### src/rtl/multicycle_control_unit_if.sv
// Control-unit bus: datapath/memory status in, datapath enables and memory strobes out.
interface multicycle_control_unit_if #(
  parameter int OPCODE_W = 4,
  parameter int ALUOP_W  = 2
);
  logic [OPCODE_W-1:0] opcode;
  logic                Zero;
  logic                mem_ready;
  logic                mem_req;
  logic                MemRead;
  logic                MemWrite;
  logic                IorD;
  logic                IRWrite;
  logic                PCWrite;
  logic [1:0]          PCSrc;
  logic                RegDst;
  logic                RegWrite;
  logic                MemToReg;
  logic                ALUSrc;
  logic [ALUOP_W-1:0]  ALUOp;
  logic                halted;
  logic [1:0]          fault;

  modport master (
    input  opcode, Zero, mem_ready,
    output mem_req, MemRead, MemWrite, IorD, IRWrite, PCWrite, PCSrc,
           RegDst, RegWrite, MemToReg, ALUSrc, ALUOp, halted, fault
  );
  modport slave (
    output opcode, Zero, mem_ready,
    input  mem_req, MemRead, MemWrite, IorD, IRWrite, PCWrite, PCSrc,
           RegDst, RegWrite, MemToReg, ALUSrc, ALUOp, halted, fault
  );
endinterface

### src/rtl/multicycle_control_unit.sv
// Multi-cycle control FSM with variable-latency memory handshake, illegal-opcode and timeout faults.
// Optional CTRL_PERF_COUNTERS_EN adds cycle_count / instr_count outputs.
module multicycle_control_unit #(
  parameter int OPCODE_W    = 4,
  parameter int MEM_TIMEOUT = 15,
  parameter int ALUOP_W     = 2
) (
  input  logic Clock,
  input  logic Reset,
  multicycle_control_unit_if.master bus
`ifdef CTRL_PERF_COUNTERS_EN
  ,
  output logic [31:0] cycle_count,
  output logic [31:0] instr_count
`endif
);
  localparam int CNT_W = $clog2(MEM_TIMEOUT+1);

  localparam logic [OPCODE_W-1:0] OP_R    = OPCODE_W'(0);
  localparam logic [OPCODE_W-1:0] OP_ADDI = OPCODE_W'(1);
  localparam logic [OPCODE_W-1:0] OP_LW   = OPCODE_W'(2);
  localparam logic [OPCODE_W-1:0] OP_SW   = OPCODE_W'(3);
  localparam logic [OPCODE_W-1:0] OP_BEQ  = OPCODE_W'(4);
  localparam logic [OPCODE_W-1:0] OP_BNE  = OPCODE_W'(5);
  localparam logic [OPCODE_W-1:0] OP_J    = OPCODE_W'(6);
  localparam logic [OPCODE_W-1:0] OP_NOP  = OPCODE_W'(7);
  localparam logic [OPCODE_W-1:0] OP_HALT = '1;

  typedef enum logic [3:0] {
    S_IDLE, S_FETCH, S_DECODE, S_EXEC_R, S_EXEC_I, S_WB_ALU, S_MEM_ADDR,
    S_MEM_RD, S_MEM_WR, S_WB_MEM, S_BRANCH, S_JUMP, S_HALT, S_FAULT
  } state_t;

  state_t              state, state_nxt;
  logic [CNT_W-1:0]    wait_cnt;
  logic [OPCODE_W-1:0] op_q;
  logic                rd_sel;
  logic [1:0]          fault_q;
  logic                mem_st, tmo;

  assign mem_st = (state == S_FETCH) || (state == S_MEM_RD) || (state == S_MEM_WR);
  // The cycle in which the counter already shows MEM_TIMEOUT is the last chance for mem_ready.
  assign tmo    = mem_st && !bus.mem_ready && (wait_cnt == CNT_W'(MEM_TIMEOUT));

  always_comb begin
    state_nxt    = state;
    bus.mem_req  = 1'b0;
    bus.MemRead  = 1'b0;
    bus.MemWrite = 1'b0;
    bus.IorD     = 1'b0;
    bus.IRWrite  = 1'b0;
    bus.PCWrite  = 1'b0;
    bus.PCSrc    = 2'b00;
    bus.RegDst   = 1'b0;
    bus.RegWrite = 1'b0;
    bus.MemToReg = 1'b0;
    bus.ALUSrc   = 1'b0;
    bus.ALUOp    = '0;
    bus.halted   = 1'b0;
    bus.fault    = fault_q;
    case (state)
      S_IDLE:   state_nxt = S_FETCH;
      S_FETCH: begin
        bus.mem_req = 1'b1;
        bus.MemRead = 1'b1;
        if (bus.mem_ready) begin
          bus.IRWrite = 1'b1;
          bus.PCWrite = 1'b1;
          state_nxt   = S_DECODE;
        end else if (tmo) state_nxt = S_FAULT;
      end
      S_DECODE: begin
        bus.ALUSrc = 1'b1;
        case (bus.opcode)
          OP_R:          state_nxt = S_EXEC_R;
          OP_ADDI:       state_nxt = S_EXEC_I;
          OP_LW, OP_SW:  state_nxt = S_MEM_ADDR;
          OP_BEQ, OP_BNE: state_nxt = S_BRANCH;
          OP_J:          state_nxt = S_JUMP;
          OP_NOP:        state_nxt = S_FETCH;
          OP_HALT:       state_nxt = S_HALT;
          default:       state_nxt = S_FAULT;
        endcase
      end
      S_EXEC_R: begin
        bus.ALUOp = ALUOP_W'(2'b10);
        state_nxt = S_WB_ALU;
      end
      S_EXEC_I: begin
        bus.ALUSrc = 1'b1;
        state_nxt  = S_WB_ALU;
      end
      S_WB_ALU: begin
        bus.RegWrite = 1'b1;
        bus.RegDst   = rd_sel;
        state_nxt    = S_FETCH;
      end
      S_MEM_ADDR: begin
        bus.ALUSrc = 1'b1;
        state_nxt  = (op_q == OP_LW) ? S_MEM_RD : S_MEM_WR;
      end
      S_MEM_RD: begin
        bus.mem_req = 1'b1;
        bus.MemRead = 1'b1;
        bus.IorD    = 1'b1;
        if (bus.mem_ready) state_nxt = S_WB_MEM;
        else if (tmo)      state_nxt = S_FAULT;
      end
      S_MEM_WR: begin
        bus.mem_req  = 1'b1;
        bus.MemWrite = 1'b1;
        bus.IorD     = 1'b1;
        if (bus.mem_ready) state_nxt = S_FETCH;
        else if (tmo)      state_nxt = S_FAULT;
      end
      S_WB_MEM: begin
        bus.RegWrite = 1'b1;
        bus.MemToReg = 1'b1;
        state_nxt    = S_FETCH;
      end
      S_BRANCH: begin
        bus.ALUOp   = ALUOP_W'(2'b01);
        bus.PCSrc   = 2'b01;
        bus.PCWrite = bus.Zero ^ (op_q == OP_BNE);
        state_nxt   = S_FETCH;
      end
      S_JUMP: begin
        bus.PCWrite = 1'b1;
        bus.PCSrc   = 2'b10;
        state_nxt   = S_FETCH;
      end
      S_HALT:  bus.halted = 1'b1;
      S_FAULT: state_nxt  = S_FAULT;
      default: state_nxt  = S_IDLE;
    endcase
  end

  always_ff @(posedge Clock) begin
    if (Reset) begin
      state    <= S_IDLE;
      wait_cnt <= '0;
      op_q     <= '0;
      rd_sel   <= 1'b0;
      fault_q  <= 2'b00;
    end else begin
      state <= state_nxt;
      if (state == S_DECODE) op_q <= bus.opcode;
      if (state == S_EXEC_R) rd_sel <= 1'b1;
      if (state == S_EXEC_I) rd_sel <= 1'b0;
      // Any state change clears the counter, which covers every entry into a memory state.
      if (state_nxt != state)               wait_cnt <= '0;
      else if (mem_st && !bus.mem_ready)    wait_cnt <= wait_cnt + CNT_W'(1);
      if (state == S_DECODE && state_nxt == S_FAULT) fault_q <= 2'b01;
      if (tmo)                                       fault_q <= 2'b10;
    end
  end

`ifdef CTRL_PERF_COUNTERS_EN
  always_ff @(posedge Clock) begin
    if (Reset) begin
      cycle_count <= '0;
      instr_count <= '0;
    end else begin
      if (state != S_HALT && state != S_FAULT) cycle_count <= cycle_count + 32'd1;
      if (state == S_DECODE && state_nxt != S_FAULT) instr_count <= instr_count + 32'd1;
    end
  end
`endif
endmodule

### src/flat_wrapper.sv
// flat-port wrapper written by rule: the top's interface ports become plain ports
module multicycle_control_unit_flat 
#(
  parameter int OPCODE_W    = 4,
  parameter int MEM_TIMEOUT = 15,
  parameter int ALUOP_W     = 2
)
  (Clock, Reset, bus_opcode, bus_Zero, bus_mem_ready, bus_mem_req, bus_MemRead, bus_MemWrite, bus_IorD, bus_IRWrite, bus_PCWrite, bus_PCSrc, bus_RegDst, bus_RegWrite, bus_MemToReg, bus_ALUSrc, bus_ALUOp, bus_halted, bus_fault);
  multicycle_control_unit_if #(.OPCODE_W(OPCODE_W), .ALUOP_W(ALUOP_W)) bus_i ();
  input  logic Clock;
  input  logic Reset;
  input wire logic [$bits(bus_i.opcode)-1:0] bus_opcode;
  input wire logic [$bits(bus_i.Zero)-1:0] bus_Zero;
  input wire logic [$bits(bus_i.mem_ready)-1:0] bus_mem_ready;
  output wire logic [$bits(bus_i.mem_req)-1:0] bus_mem_req;
  output wire logic [$bits(bus_i.MemRead)-1:0] bus_MemRead;
  output wire logic [$bits(bus_i.MemWrite)-1:0] bus_MemWrite;
  output wire logic [$bits(bus_i.IorD)-1:0] bus_IorD;
  output wire logic [$bits(bus_i.IRWrite)-1:0] bus_IRWrite;
  output wire logic [$bits(bus_i.PCWrite)-1:0] bus_PCWrite;
  output wire logic [$bits(bus_i.PCSrc)-1:0] bus_PCSrc;
  output wire logic [$bits(bus_i.RegDst)-1:0] bus_RegDst;
  output wire logic [$bits(bus_i.RegWrite)-1:0] bus_RegWrite;
  output wire logic [$bits(bus_i.MemToReg)-1:0] bus_MemToReg;
  output wire logic [$bits(bus_i.ALUSrc)-1:0] bus_ALUSrc;
  output wire logic [$bits(bus_i.ALUOp)-1:0] bus_ALUOp;
  output wire logic [$bits(bus_i.halted)-1:0] bus_halted;
  output wire logic [$bits(bus_i.fault)-1:0] bus_fault;
  assign bus_i.opcode = bus_opcode;
  assign bus_i.Zero = bus_Zero;
  assign bus_i.mem_ready = bus_mem_ready;
  assign bus_mem_req = bus_i.mem_req;
  assign bus_MemRead = bus_i.MemRead;
  assign bus_MemWrite = bus_i.MemWrite;
  assign bus_IorD = bus_i.IorD;
  assign bus_IRWrite = bus_i.IRWrite;
  assign bus_PCWrite = bus_i.PCWrite;
  assign bus_PCSrc = bus_i.PCSrc;
  assign bus_RegDst = bus_i.RegDst;
  assign bus_RegWrite = bus_i.RegWrite;
  assign bus_MemToReg = bus_i.MemToReg;
  assign bus_ALUSrc = bus_i.ALUSrc;
  assign bus_ALUOp = bus_i.ALUOp;
  assign bus_halted = bus_i.halted;
  assign bus_fault = bus_i.fault;
  multicycle_control_unit #(.OPCODE_W(OPCODE_W), .MEM_TIMEOUT(MEM_TIMEOUT), .ALUOP_W(ALUOP_W)) u_core (.Clock(Clock), .Reset(Reset), .bus(bus_i));
endmodule
### config.mk
export PLATFORM = sky130hd
export DESIGN_NAME = multicycle_control_unit_flat
export DESIGN_NICKNAME = d
export VERILOG_FILES = /design/src/rtl/multicycle_control_unit_if.sv /design/src/rtl/multicycle_control_unit.sv /design/src/flat_wrapper.sv
export SDC_FILE = /design/constraint.sdc
export NUM_CORES = 1
export LEC_CHECK = 0
export ABC_CLOCK_PERIOD_IN_PS = 3470
export CAP_MARGIN = 20
export CORE_MARGIN = 2
export CORE_UTILIZATION = 58
export CTS_CLUSTER_SIZE = 20
export DETAILED_ROUTE_END_ITERATION = 7
export DONT_BUFFER_PORTS = 1
export GPL_TIMING_DRIVEN = 0
export PLACE_DENSITY_LB_ADDON = 0.08
export SLEW_MARGIN = 20
export SYNTH_ARGS = -nofsm -noshare
export SYNTH_HDL_FRONTEND = slang
export SYNTH_SLANG_ARGS = --single-unit
### constraint.sdc
create_clock -name Clock -period 3.47 [get_ports Clock]
set_input_delay 0.694 -clock Clock [delete_from_list [all_inputs] [get_ports Clock]]
set_output_delay 0.694 -clock Clock [all_outputs]
set_load 0.02 [all_outputs]
Word-level counts from Yosys, hierarchy flattened
Memory sizes are Yosys's and may differ from the RTL's.
Index checks and enable logic that the tools add are counted.
{"block": "word_totals", "in_bits": 8, "elab_cells": 67, "rom_bits": 64, "ff_bits": 15, "output_inout_bits": 17, "memories": 1}
{"block": "classes", "eq_ne": 18, "n_mux": 22, "bitwise": 1, "n_reduce_logical": 18, "n_addsub": 1}
{"name": "(name not given)", "words": 16, "width": 4, "read_ports": 1, "rd_clocked_by_memory_dff": 0, "write_ports": 0, "line": "multicycle_control_unit.sv:74", "rtl": "case (bus.opcode)"}
{"op": "case mux 4 bit (9 select lines)", "n": 1}
{"op": "equality test 4 bit (second input constant)", "n": 8}
{"op": "equality test 4 x 3 -> 1 bit (second input constant)", "n": 5}
{"op": "two-way mux 4 bit", "n": 5}
{"op": "OR reduction 2 bit", "n": 7}
{"op": "equality test 4 x 2 -> 1 bit (second input constant)", "n": 3}
{"op": "two-way mux 1 bit", "n": 11}
{"op": "case mux 2 bit (2 select lines)", "n": 2}
{"op": "OR reduction 3 bit", "n": 2}
{"op": "OR reduction 5 bit", "n": 1}
{"op": "adder 4 x 1 -> 4 bit (second input constant)", "n": 1}
{"op": "equality test 4 x 1 -> 1 bit (second input constant)", "n": 1}
{"op": "logical NOT 4 bit", "n": 1}
{"op": "two-way mux 2 bit", "n": 2}
{"op": "inequality test 4 bit", "n": 1}
{"op": "logical AND 1 bit", "n": 3}
{"op": "case mux 1 bit (3 select lines)", "n": 1}
{"op": "logical OR 1 bit", "n": 2}
{"op": "nonzero test 2 bit", "n": 1}
{"op": "logical NOT 1 bit", "n": 1}
{"op": "XOR 1 bit", "n": 1}

Depth between registers and ports, before layout
{"block": "logic_depth", "ltp_word": 12, "ltp_mapped": 7, "ltp_nobuf": 6}

Least setup slack after synthesis
Ideal clock, no wire load.
{"block": "synth_path", "kind": "input to output", "start": "input bus_mem_ready", "end": "output bus_PCWrite", "path_buffers": 1, "required_ns": 2.776, "stages": 3, "arrival_time_ns": 1.533, "setup_slack_ns": 1.243, "path_cell_list": "clkbuf_1 > and4_1 > a41o_1"}
{"block": "synth_between", "elab_chain_cells": 2}
{"element": "start: declaration", "line": "flat_wrapper.sv:14", "rtl": "input wire logic [$bits(bus_i.mem_ready)-1:0] bus_mem_ready;"}
{"element": "two-way mux 1 bit", "line": "multicycle_control_unit.sv:66", "rtl": "if (bus.mem_ready) begin"}
{"element": "case mux 1 bit (3 select lines)", "line": "multicycle_control_unit.sv:61", "rtl": "case (state)"}
{"element": "end: declaration", "line": "flat_wrapper.sv:20", "rtl": "output wire logic [$bits(bus_i.PCWrite)-1:0] bus_PCWrite;"}
No other way between the ends.

Worst setup path after layout
{"block": "layout_path", "start": "register u_core.state[0]", "end": "output bus_mem_req"}
{"block": "layout_between", "elab_chain_cells": 3, "word_cells_on_any_way": 5, "classes_between": "eq/ne (3); mux (1); reduce/logical (1)"}
{"element": "start: declaration", "line": "multicycle_control_unit.sv:34", "rtl": "state_t state, state_nxt;"}
{"element": "start signal: assignment", "line": "multicycle_control_unit.sv:146", "rtl": "state <= state_nxt;"}
{"element": "equality test 4 bit (tied with other cells)", "line": "multicycle_control_unit.sv:61"}
{"element": "OR reduction 3 bit (no source line) (*)"}
{"element": "two-way mux 1 bit (*)", "line": "multicycle_control_unit.sv:61"}
{"element": "end: declaration", "line": "flat_wrapper.sv:15", "rtl": "output wire logic [$bits(bus_i.mem_req)-1:0] bus_mem_req;"}
Every way passes the cells marked *; elsewhere a longest branch is shown, timed or not.

==> metrics.txt <==
status=finished clean; critical path capture point type=output pin; slowest stage delay, CP=between 0.7 and 0.8 ns; via count=between 1,000 and 1,500; Critical Path AT=a little under 2 ns; total power=just over 0.5 mW; CTS tree=built; Reg2Reg Depth=6; reg2reg end=u_core.state[2]; Post-Synth Simple-Gate Area=33.7%; htree depth=1; initial antenna violation count=0; CP cell instances=buf_2 -> nor4b_2 -> o21ba_2 -> inv_1; gpl congestion=~0.92; Setup Buffers After CTS=0; Distinct cells, synth=52; hold_buf cts=0; Die W=approximately 49 µm; Worst Path Buf+Inv=2; CTS Root Buffer Type=clkbuf_4; Port Buffers=0; hpwl dp=around 2300 µm; synthesis-stage register bit count=15; largest net degree at the start of global routing=11; Power Density=slightly above 400 nW/µm²; fin crit share=around 77%; ys async rst share=0%; maximum VDD drop=between 0.3 and 0.4 mV; area share of fa/ha/maj cells after synthesis=approximately 1.1%; reg-to-reg startpoint=u_core.state[0]; critical path class=flip-flop to output pin; Main synth FF type=dfxtp_1; multiplexer area fraction after synthesis=less than 1%; Layout Area Growth over Synthesis=5.05%; post-synthesis compound-gate area fraction=between 20% and 30%; setup violators final=0; Top delay family on crit path=simple AND/OR/NAND/NOR gates; Worst Slack Setup Final=0.812 ns; clock slew at reported path FFs=roughly 0.10 ns; required time worst endpoint=approximately 2.8 ns; Tmin final=2.66 ns; die height=49.3 µm; Routed WL=approximately 3000 µm; clock sinks=15; DR DRC count=0; Hold Fails Final Rpt=0; Avg Cell Area, Syn=about 7.5 µm²; GRT Overall Usage=about 27%; Max-Cap Viols=0; crit path max-delay cell type=nor4b_2; WHS Path Cells=1; Antenna Cells=0; die area=around 2400 µm²; largest family of logic cells by synthesized area=simple AND/OR/NAND/NOR gates; Post-synth EDFFs=0; Final Max Slew Viols=0; core area=~1900 µm²; vias in the first global route=approximately 1,200; PostCTS Resize Cnt=0; num rows=16; Worst R2R Setup Slack=between 1 and 1.5 ns; final setup TNS=0 ns; Mapped Cells=around 160; total grt overflow=0; Max Clock Freq=about 0.38 GHz; Avg WL per Cell=~16 µm; I/O pin total=25; CTS buffer count=3; Syn. warnings=0; pre-CTS setup slack=~1.1 ns; layout cells sized above 1=12.3%; largest fanout on the critical path=10; initial core utilization=between 60% and 70%; NumNets Final=172; Slew HR=42.6%; Bufs on Longest Clock Path=2; syn nets=about 170; critical path startpoint category=flip-flop; Hold Crit Class=input pin to flip-flop; RSZ-0062 raised after global routing=no; HP Start=Reset; final setup skew=~0.008 ns; Slew @ Worst Pin=between 0.8 and 0.9 ns; hold endpoint=u_core.bus.fault[0]; Synth Cell Area=1190 µm²; initial DRC count=43; clk_lat worst skew=approximately 0.29 ns; DR vias/cell=between 6 and 7; global-route wire length before repair=5130 µm; DRT Pass-1 Iters=5; Detail Route Antenna Nets=0; leakage=roughly 0.43 nW; sequential area share after synthesis=between 20% and 30%; xor and xnor area share after synthesis=about 5.2%
## power by group
group | total [mW] | switching, mW | leakage, nW | internal, mW
combinational | 0.218 | 0.144 | 0.297 | 0.0737
sequential | 0.192 | 0.00875 | 0.122 | 0.183
clock | 0.102 | 0.0578 | 0.0150 | 0.0447
## placed cells by master, fill, tap and decap left out, drive strengths merged, types with 2 or more instances in the layout
cell type / n
dfxtp: 15
nand2: 14
nor3b: 3
and4b: 2
a221oi: 3
or2: 3
clkbuf: 11
o21ai: 6
a21oi: 11
nor4b: 3
inv: 7
and3: 2
nand2b: 6
nor3: 3
nand3: 6
nor4: 4
xnor2: 6
a31oi: 2
nor2: 19
buf: 6
a211oi: 5
## state kept, by name, indices dropped and copies added (netlist names)
name              count
u_core.state          4
u_core.wait_cnt       4
u_core.bus.fault      2
u_core.op_q           4
u_core.rd_sel         1
## layer usage
layer | up-vias | global-route usage, % | part of all wire (%)
met2 | 70 | 43.7 | 46
met5 | - | 0 | 0
met1 | 562 | 33.7 | 42
met4 | 0 | 9.52 | 2.2
li1 | 591 | - | -
met3 | 8 | 7.36 | 10
## per-stage QoR
stage	cells	utilization (%)	instance area, µm²	hold WS, ns
2_1_floorplan	158	-	1190	0.445
6_report	189	64.3	1250	0.471
5_1_grt	189	64.3	1250	0.467
4_1_cts	189	64.3	1250	0.471
3_5_place_dp	185	63.0	1220	0.464
3_3_place_gp	185	63.0	1220	0.456
## synthesized netlist by cell type, types with 3 or more instances
cell / n / area [µm²]
dfxtp_1: 15 / 300
nor3_1: 3 / 15.0
a21oi_1: 11 / 55.1
nand2b_1: 6 / 37.5
o21ai_0: 4 / 20.0
nor4_1: 4 / 25.0
nor3b_1: 3 / 22.5
a211oi_1: 4 / 30.0
nor2_1: 19 / 71.3
buf_2: 3 / 15.0
or2_2: 3 / 18.8
xnor2_1: 6 / 52.6
nand3_1: 6 / 30.0
clkbuf_1: 7 / 26.3
inv_1: 5 / 18.8
nand2_1: 14 / 52.6
a221oi_1: 3 / 26.3
## cell type report
class | count | area, µm²
Inverter | 7 | 26.3
Buffer | 13 | 71.3
Tap cell | 27 | 33.8
Fill cell | 193 | 693
Multi-Input combinational cell | 123 | 791
Sequential cell | 15 | 300
Clock buffer | 4 | 26.3
## cell families after synthesis
family	count (synthesis)
multiplexers	1
buffers and inverters	20
AO/OA/AOI/OAI	42
adder cells (fa/ha/maj)	1
AND/OR/NAND/NOR	72
XOR/XNOR	7
flip-flops	15
## worst max path at each step
stage / slack [ns] / endpoint / cells after the start / from
after floorplan: 1.24 / bus_PCWrite / 3 / bus_mem_ready
after global placement: 1.10 / bus_PCWrite / 3 / bus_mem_ready
after detailed placement: 1.08 / bus_PCWrite / 3 / bus_mem_ready
after CTS: 0.82 / bus_mem_req / 4 / u_core.state[0]
after global routing: 0.71 / bus_mem_req / 4 / u_core.state[0]
final: 0.81 / bus_mem_req / 4 / u_core.state[0]
(Power assumes the default switching activity.)
